<file path="config.mk">
export PLATFORM = sky130hd
export DESIGN_NAME = cgra_bridge_loader
export DESIGN_NICKNAME = d
export VERILOG_FILES = /design/src/rtl/cgra_bridge_loader.sv
export SDC_FILE = /design/constraint.sdc
export NUM_CORES = 1
export LEC_CHECK = 0
export CORE_MARGIN = 2
export CORE_UTILIZATION = 46
export DETAILED_ROUTE_END_ITERATION = 16
export GPL_ROUTABILITY_DRIVEN = 0
export GPL_TIMING_DRIVEN = 0
export PLACE_DENSITY = 0.84
export SYNTH_ARGS = -nofsm -noshare
export SYNTH_HDL_FRONTEND = slang
export SYNTH_SLANG_ARGS = --single-unit
</file>
<file path="constraint.sdc">
create_clock -name clk_i -period 5 [get_ports clk_i]
set_input_delay 0.75 -clock clk_i [delete_from_list [all_inputs] [get_ports clk_i]]
set_output_delay 0.75 -clock clk_i [all_outputs]
set_load 0.02 [all_outputs]
</file>
<file path="src/rtl/cgra_bridge_loader.sv">
// cgra_bridge_loader
// Streams a CGRA configuration image (instruction rows followed by kernel
// configuration words) from a valid/ready source onto the CGRA bridge write
// port, one word per cycle, addresses 0..IMG_LEN-1 in order.
// Optional feature: define CGRA_LOADER_CHECKSUM_EN to append a trailing
// 32-bit checksum word that is compared against the sum of all written data.
module cgra_bridge_loader #(
  parameter int N_ROWS         = 4,
  parameter int RC_INSTR_N_REG = 128,
  parameter int KER_CONF_N_REG = 16,
  parameter int KMEM_WIDTH     = 15
) (
  input  logic        clk_i,
  input  logic        rst_i,
  input  logic        start_i,
  input  logic        abort_i,
  input  logic [31:0] in_data_i,
  input  logic        in_valid_i,
  output logic        in_ready_o,
  output logic [9:0]  cgra_bridge_addr_o,
  output logic [31:0] cgra_bridge_wdata_o,
  output logic        cgra_bridge_we_o,
  output logic        busy_o,
  output logic        done_o,
  output logic        err_o
);

  localparam int          INSTR_WORDS = N_ROWS * RC_INSTR_N_REG;
  localparam int          IMG_LEN     = INSTR_WORDS + KER_CONF_N_REG;
  localparam logic [9:0]  LAST_IDX    = 10'(IMG_LEN - 1);
  localparam logic [9:0]  KER_BASE    = 10'(INSTR_WORDS);
  localparam logic [31:0] KMEM_MASK   = 32'((64'd1 << KMEM_WIDTH) - 64'd1);

`ifdef CGRA_LOADER_CHECKSUM_EN
  typedef enum logic [1:0] {IDLE, LOAD, CHECK} state_t;
`else
  typedef enum logic [1:0] {IDLE, LOAD} state_t;
`endif

  state_t      state_reg, state_next;
  logic [9:0]  idx_reg, idx_next;
  logic        err_reg, err_next;
  logic        done_reg, done_next;
  logic        we_reg, we_next;
  logic [9:0]  addr_reg, addr_next;
  logic [31:0] wdata_reg, wdata_next;
  logic        accept;
  logic [31:0] masked_data;
`ifdef CGRA_LOADER_CHECKSUM_EN
  logic [31:0] sum_reg, sum_next;
`endif

  // The source may hand over a word only while a load is running and no
  // abort is pending; the checksum word is taken in CHECK as well.
`ifdef CGRA_LOADER_CHECKSUM_EN
  assign in_ready_o = ((state_reg == LOAD) || (state_reg == CHECK)) && !abort_i;
`else
  assign in_ready_o = (state_reg == LOAD) && !abort_i;
`endif
  assign accept = in_valid_i && in_ready_o;

  // Kernel-configuration words only carry KMEM_WIDTH meaningful bits.
  assign masked_data = (idx_reg >= KER_BASE) ? (in_data_i & KMEM_MASK) : in_data_i;

  assign busy_o              = (state_reg != IDLE);
  assign done_o              = done_reg;
  assign err_o               = err_reg;
  assign cgra_bridge_we_o    = we_reg;
  assign cgra_bridge_addr_o  = addr_reg;
  assign cgra_bridge_wdata_o = wdata_reg;

  // FSM state register.
  always_ff @(posedge clk_i or posedge rst_i) begin
    if (rst_i) begin
      state_reg <= IDLE;
    end else begin
      state_reg <= state_next;
    end
  end

  // Next-state, index, flags and the next bridge write (zero when idle).
  always_comb begin
    state_next = state_reg;
    idx_next   = idx_reg;
    err_next   = err_reg;
    done_next  = 1'b0;
    we_next    = 1'b0;
    addr_next  = 10'd0;
    wdata_next = 32'd0;
`ifdef CGRA_LOADER_CHECKSUM_EN
    sum_next   = sum_reg;
`endif
    case (state_reg)
      IDLE: begin
        if (start_i) begin
          state_next = LOAD;
          idx_next   = 10'd0;
          err_next   = 1'b0;
`ifdef CGRA_LOADER_CHECKSUM_EN
          sum_next   = 32'd0;
`endif
        end
      end
      LOAD: begin
        if (abort_i) begin
          state_next = IDLE;
          err_next   = 1'b1;
        end else if (accept) begin
          we_next    = 1'b1;
          addr_next  = idx_reg;
          wdata_next = masked_data;
`ifdef CGRA_LOADER_CHECKSUM_EN
          sum_next   = sum_reg + masked_data;
`endif
          if (idx_reg == LAST_IDX) begin
`ifdef CGRA_LOADER_CHECKSUM_EN
            state_next = CHECK;
`else
            state_next = IDLE;
            done_next  = 1'b1;
`endif
          end else begin
            idx_next = idx_reg + 10'd1;
          end
        end
      end
`ifdef CGRA_LOADER_CHECKSUM_EN
      CHECK: begin
        if (abort_i) begin
          state_next = IDLE;
          err_next   = 1'b1;
        end else if (accept) begin
          state_next = IDLE;
          if (in_data_i == sum_reg) begin
            done_next = 1'b1;
          end else begin
            err_next = 1'b1;
          end
        end
      end
`endif
      default: begin
        state_next = IDLE;
      end
    endcase
  end

  // Datapath registers: word index, sticky error, done pulse, bridge write.
  always_ff @(posedge clk_i or posedge rst_i) begin
    if (rst_i) begin
      idx_reg   <= 10'd0;
      err_reg   <= 1'b0;
      done_reg  <= 1'b0;
      we_reg    <= 1'b0;
      addr_reg  <= 10'd0;
      wdata_reg <= 32'd0;
`ifdef CGRA_LOADER_CHECKSUM_EN
      sum_reg   <= 32'd0;
`endif
    end else begin
      idx_reg   <= idx_next;
      err_reg   <= err_next;
      done_reg  <= done_next;
      we_reg    <= we_next;
      addr_reg  <= addr_next;
      wdata_reg <= wdata_next;
`ifdef CGRA_LOADER_CHECKSUM_EN
      sum_reg   <= sum_next;
`endif
    end
  end

endmodule

</file>
==> impl_metrics.py, run 1 <==
metrics = {
    "synthesis": {
        "ys_seq_elements": 56,
        "synth_most_common_cell": "dfrtp_1",
        "yosysWarnings": 0,
        "synth_cell_types": 35,
        "synth_enable_flop_cells": 0,
        "yosysSeqAreaShare": 0.665,
        "synth_area_leader_cell": "dfrtp_1",
        "synth_top_area_share": 0.665,
        "avgSynthCellArea_um2": 12.6,
        "synthFlopType": "dfrtp_1",
        "yosys-top-cells-count": "56 x dfrtp_1, 41 x and2_1, 8 x nand2_1",
        "async_reset_ff_frac": 1.00,
        "synthCells": 167,
        "synth.top_cells.by_area": "dfrtp_1 67%, and2_1 12%, a31oi_1 1.8%",
        "synth_nets": 206,
        "syn-cell-area_um2": 2110,
    },
    "routing": {
        "wirelength_um": 4460,
        "dr.first_iter.drc_count": 58,
        "via_count": 1565,
        "drt_first_pass_iters": 4,
        "drc_errors": 0,
        "drt-vias-per-instance": 5.05,
        "ant_nets": 0,
        "drt-wirelength-per-cell_um": 14.4,
    },
    "critical_path": {
        "cpPeakStageDelay_ps": 630,
        "timing.rr.end": "idx_reg[5]",
        "cp-end-kind": "output port",
        "crit_family": "buffers and inverters",
        "rrSetupSlack_ps": 3140,
        "critPathSlowestCell": "clkdlybuf4s50_1",
        "worstSetupPathType": "in -> out",
        "critPathRequiredTime_ps": 4250,
        "worstReg2RegStart": "idx_reg[5]",
        "worstSetupStartpointType": "input port",
        "worstPathArrival_ps": 2010,
        "rr_worst_depth": 4,
        "cp_common_cell": "clkdlybuf4s50_1",
        "crit_buf_inv": 2,
        "crit_fanout": 4,
        "critical_path.cell_chain": "clkdlybuf4s50_1 > nor2_1 > clkdlybuf4s50_1",
    },
    "sta": {
        "max-slew-margin-rel": 0.703,
        "setup_violations": 0,
        "max_freq_mhz": 362,
        "fin_tns_setup_ps": 0,
        "rsz0062_at_grt": "false",
        "final.min_clock_period_ps": 2760,
        "worst_pin_slew_ps": 445,
        "hold_viol_final": 0,
        "finalMaxSlewViolations": 0,
        "final.setup_skew_ps": 2.32,
        "min_period_over_period": 0.553,
    },
    "floorplan": {
        "rows": 24,
        "die-area_um2": 5140,
        "boundaryPins": 84,
        "fp.dieW_um": 71.7,
        "core_um2": 4380,
        "initial_utilization": 0.480,
        "fp.dieH_um": 71.7,
    },
    "clocking": {
        "postCtsHoldBufs": 0,
        "post-cts-setup-buffer-count": 0,
        "numCtsBuffers": 5,
        "cts_tree": "done",
        "htreeDepth": 2,
        "cts_resized": 0,
        "clk-insertion-delay-late_ps": 300,
        "cts_root_buf": "clkbuf_8",
        "clk_pin_slew_ps": 90,
        "clock_sinks": 56,
        "clk_path_buf_depth": 2,
    },
    "global_routing": {
        "grt_busiest_layer": "met2",
        "grt_pass1_wl_um": 7540,
        "met3_usage": 0.0619,
        "grt-ovfl-total": 0,
        "grt_max_degree": 37,
        "use_met1": 0.244,
        "grt_pass1_vias": 1531,
        "track_usage": 0.194,
        "grt_antenna_before_repair": 0,
        "use_met2": 0.313,
    },
    "placed_design": {
        "placed_area_um2": 3020,
        "io_buffers": 83,
        "place_inst": 303,
        "dp_hpwl_um": 3300,
    },
    "final_layout": {
        "diodes": 0,
        "largest_reg_flops": 32,
        "syn2layout_area_growth_pct": 48.1,
        "design_area_um2": 3120,
        "nets": 297,
        "seq_area_um2": 1400,
        "drive_gt1_frac": 0.0698,
        "fill_cells": 316,
        "final_core_util": 0.711,
        "multi_input_area_um2": 644,
        "finalNonFillerCells": 310,
    },
    "status": {
        "status": "complete, no violations",
    },
    "pwr": {
        "power.density_nw_per_um2": 278,
        "vdd_drop_max_mv": 0.130,
        "p_leak_uw": 0.00143,
    },
    "min_path": {
        "min_from": "idx_reg[8]",
        "holdPathEnd": "idx_reg[8]",
        "hold_path_class": "reg -> reg",
        "hold_depth": 1,
    },
    "run": {
        "cap_violations": 0,
    },
}
==> routing by layer <==
metal	vias up	wire length, um	share of wire
met5	-	0	0
met4	0	80	0.018
met3	7	385	0.086
met2	64	2120	0.48
met1	756	1880	0.42
li1	738	-	-
==> how the worst max path moves through the flow <==
stage	slack (ps)	from	cells after the start	endpoint
2_1_floorplan	2880	rst_i	1	cgra_bridge_addr_o[0]
3_3_place_gp	1930	rst_i	2	cgra_bridge_wdata_o[4]
3_5_place_dp	2260	abort_i	3	in_ready_o
4_1_cts	2240	abort_i	3	in_ready_o
5_1_grt	2210	abort_i	3	in_ready_o
6_report	2240	abort_i	3	in_ready_o
==> cell type report <==
class                      instances  area share
clock buffer                       7      0.0309
sequential                        56       0.449
inverter                           6     0.00722
tap                               52      0.0209
timing repair buffer              84       0.273
multi-input combinational         99       0.207
buffer                             6      0.0120
==> where the power goes <==
part / switching, uW / internal (uW)
clock network: 131 / 123
registers: 10.9 / 470
logic: 63.7 / 67.6
==> cells in the final DEF, fill, tap and decap left out <==
master and count:
a21o_1 1, a21oi_1 5, a221oi_1 1, a22o_1 1, a22oi_1 1, a311oi_2 1
a31oi_1 6, and2_1 41, and2_2 1, and3_1 3, and3b_1 1, and4_1 1
and4b_1 1, buf_12 1, buf_4 2, buf_6 1, clkbuf_1 3, clkbuf_8 7
clkdlybuf4s50_1 83, dfrtp_1 56, ha_1 2, inv_1 5, inv_2 1, mux2i_1 1
nand2_1 8, nand2_2 1, nand3_1 6, nand4_1 2, nand4b_1 1, nor2_1 3
nor2b_1 1, nor3_1 1, o21ai_0 3, o21ai_1 1, o21ba_2 1, o31a_1 1
o31ai_4 1, or2b_1 1, or4_4 1
==> per-stage QoR <==
stage                     hold slack (ps)  power [uW]  setup slack [ps]
after floorplan                       466         550              2880
after global placement                505         616              1930
after detailed placement              508         622              2260
after CTS                             520         881              2240
after global routing                  530         910              2210
final                                 517         867              2240
==> cell families after synthesis <==
| kind of cell | count (synthesis) | synth area share |
|---|---|---|
| and+or+nand+nor | 73 | 0.209 |
| DFF | 56 | 0.665 |
| AOI/OAI and AO/OA | 23 | 0.0808 |
| buffers and inverters | 12 | 0.0285 |
| adders and majority gates | 2 | 0.0119 |
| muxes | 1 | 0.00475 |
No activity file was read; power rests on OpenSTA's default activity.
==> run 2: changes to the inputs <==
Settings changed: CORE_UTILIZATION 46 to 43, PLACE_DENSITY 0.84 to 0.8.
Clock period 5 ns to 2.9 ns, I/O delays scaled along.
==> impl_metrics.py, run 2 (synthesis gave the netlist of run 1 again) <==
metrics = {
    "pwr": {
        "swShare": 0.235,
        "vdd_drop_max_mv": 0.199,
        "p_int_uw": 1140,
        "switchingPower_uw": 350,
        "p_leak_uw": 0.00143,
        "p_seq_frac": 0.557,
        "comb_power_share": 0.149,
        "power_frac_clock": 0.293,
        "power.density_nw_per_um2": 475,
    },
    "floorplan": {
        "initial_utilization": 0.446,
        "fp.dieW_um": 74.0,
        "core_um2": 4720,
        "fp.dieH_um": 74.0,
        "boundaryPins": 84,
        "rows": 25,
        "die-area_um2": 5470,
    },
    "critical_path": {
        "worstSetupPathType": "in -> out",
        "worstSetupStartpointType": "input port",
        "rr_worst_depth": 4,
        "worstSetupEndpoint": "in_ready_o",
        "critPathRequiredTime_ps": 2470,
        "crit_fanout": 4,
        "worstPathArrival_ps": 1660,
        "cp-end-kind": "output port",
        "crit_start": "abort_i",
        "rrSetupSlack_ps": 1080,
        "worstReg2RegStart": "idx_reg[5]",
        "timing.rr.end": "idx_reg[4]",
    },
    "final_layout": {
        "final_common_cell": "clkdlybuf4s50_1",
        "nets": 297,
        "syn2layout_area_growth_pct": 49.0,
        "layout.cells.most_common_list": "83 x clkdlybuf4s50_1, 56 x dfrtp_1, 41 x and2_1, 8 x nand2_1, 7 x clkbuf_8",
        "fill_cells": 349,
        "diodes": 0,
        "drive_gt1_frac": 0.0698,
        "largest_reg_flops": 32,
    },
    "clocking": {
        "clk-insertion-delay-late_ps": 300,
        "clk_path_buf_depth": 2,
        "htreeDepth": 2,
        "clock_sinks": 56,
        "postCtsHoldBufs": 0,
        "numCtsBuffers": 5,
        "post-cts-setup-buffer-count": 0,
        "clk_pin_slew_ps": 90,
        "cts_tree": "done",
        "cts_resized": 0,
        "cts_root_buf": "clkbuf_8",
    },
    "global_routing": {
        "grt_max_degree": 30,
        "grt-ovfl-total": 0,
        "grt_antenna_before_repair": 0,
        "track_usage": 0.170,
        "grt_pass1_vias": 1442,
        "grt_pass1_wl_um": 6980,
    },
    "sta": {
        "setup_violations": 0,
        "final.setup_skew_ps": 6.43,
        "max_freq_mhz": 478,
        "holdWs_ps": 517,
        "rsz0062_at_grt": "false",
        "fin_tns_setup_ps": 0,
        "final.min_clock_period_ps": 2090,
        "hold_viol_final": 0,
        "worst_pin_slew_ps": 608,
        "min_period_over_period": 0.721,
        "max-slew-margin-rel": 0.594,
        "finalMaxSlewViolations": 0,
    },
    "routing": {
        "drt-wirelength-per-cell_um": 12.9,
        "via_count": 1536,
        "drc_errors": 0,
        "dr.first_iter.drc_count": 76,
        "drt_first_pass_iters": 4,
        "drt-vias-per-instance": 4.73,
        "wirelength_um": 4190,
        "ant_nets": 0,
    },
    "min_path": {
        "hold_path_class": "reg -> reg",
        "min_from": "idx_reg[8]",
    },
    "placed_design": {
        "io_buffers": 83,
        "dp_hpwl_um": 3150,
    },
    "status": {
        "status": "complete, no violations",
    },
    "run": {
        "cap_violations": 0,
    },
}
-- run 2: per-layer routing --
metal	part of all wire	routed length (um)	track usage	vias to the layer above
met5	0	0	0	-
met4	0.019	80	0.0606	0
met2	0.46	1920	0.276	74
met3	0.089	373	0.0515	10
li1	-	-	-	734
met1	0.43	1810	0.218	718
-- run 2: power groups by stage --
stage	combinational [uW]	sequential (uW)	clock, uW
6_report	223	830	437
3_3_place_gp	218	845	0
2_1_floorplan	76.2	873	0
5_1_grt	247	835	479
3_5_place_dp	225	846	0
4_1_cts	226	830	450
-- run 2: cell type report --
cell class,count,area [um2],share of cell area
Multi-Input combinational cell,99,644,0.205
Clock buffer,7,96.3,0.0307
Tap cell,67,83.8,0.0267
Buffer,6,37.5,0.0120
Sequential cell,56,1400,0.447
Timing Repair Buffer,84,851,0.271
Inverter,6,22.5,0.00718
-- run 2: critical path: stages --
cell and delay (ps):
clkdlybuf4s50_1 450, nor2_1 150, clkdlybuf4s50_1 620
-- run 2: worst min path at each step --
stage,end,cells past startpoint
CTS,idx_reg[8],1
global route,idx_reg[8],1
floorplan,idx_reg[8],1
global placement,idx_reg[8],1
detailed placement,idx_reg[8],1
finish,idx_reg[8],1
-- run 2: through the flow --
| stage | power, uW | worst slack (ps) | cell area (um2) | cells | utilization |
|---|---|---|---|---|---|
| 2_1_floorplan | 949 | 1090 | 2110 | 167 | - |
| 3_3_place_gp | 1060 | 107 | 3020 | 317 | 0.639 |
| 3_5_place_dp | 1070 | 658 | 3040 | 318 | 0.644 |
| 4_1_cts | 1510 | 795 | 3140 | 325 | 0.664 |
| 5_1_grt | 1560 | 734 | 3140 | 325 | 0.664 |
| 6_report | 1490 | 808 | 3140 | 325 | 0.664 |
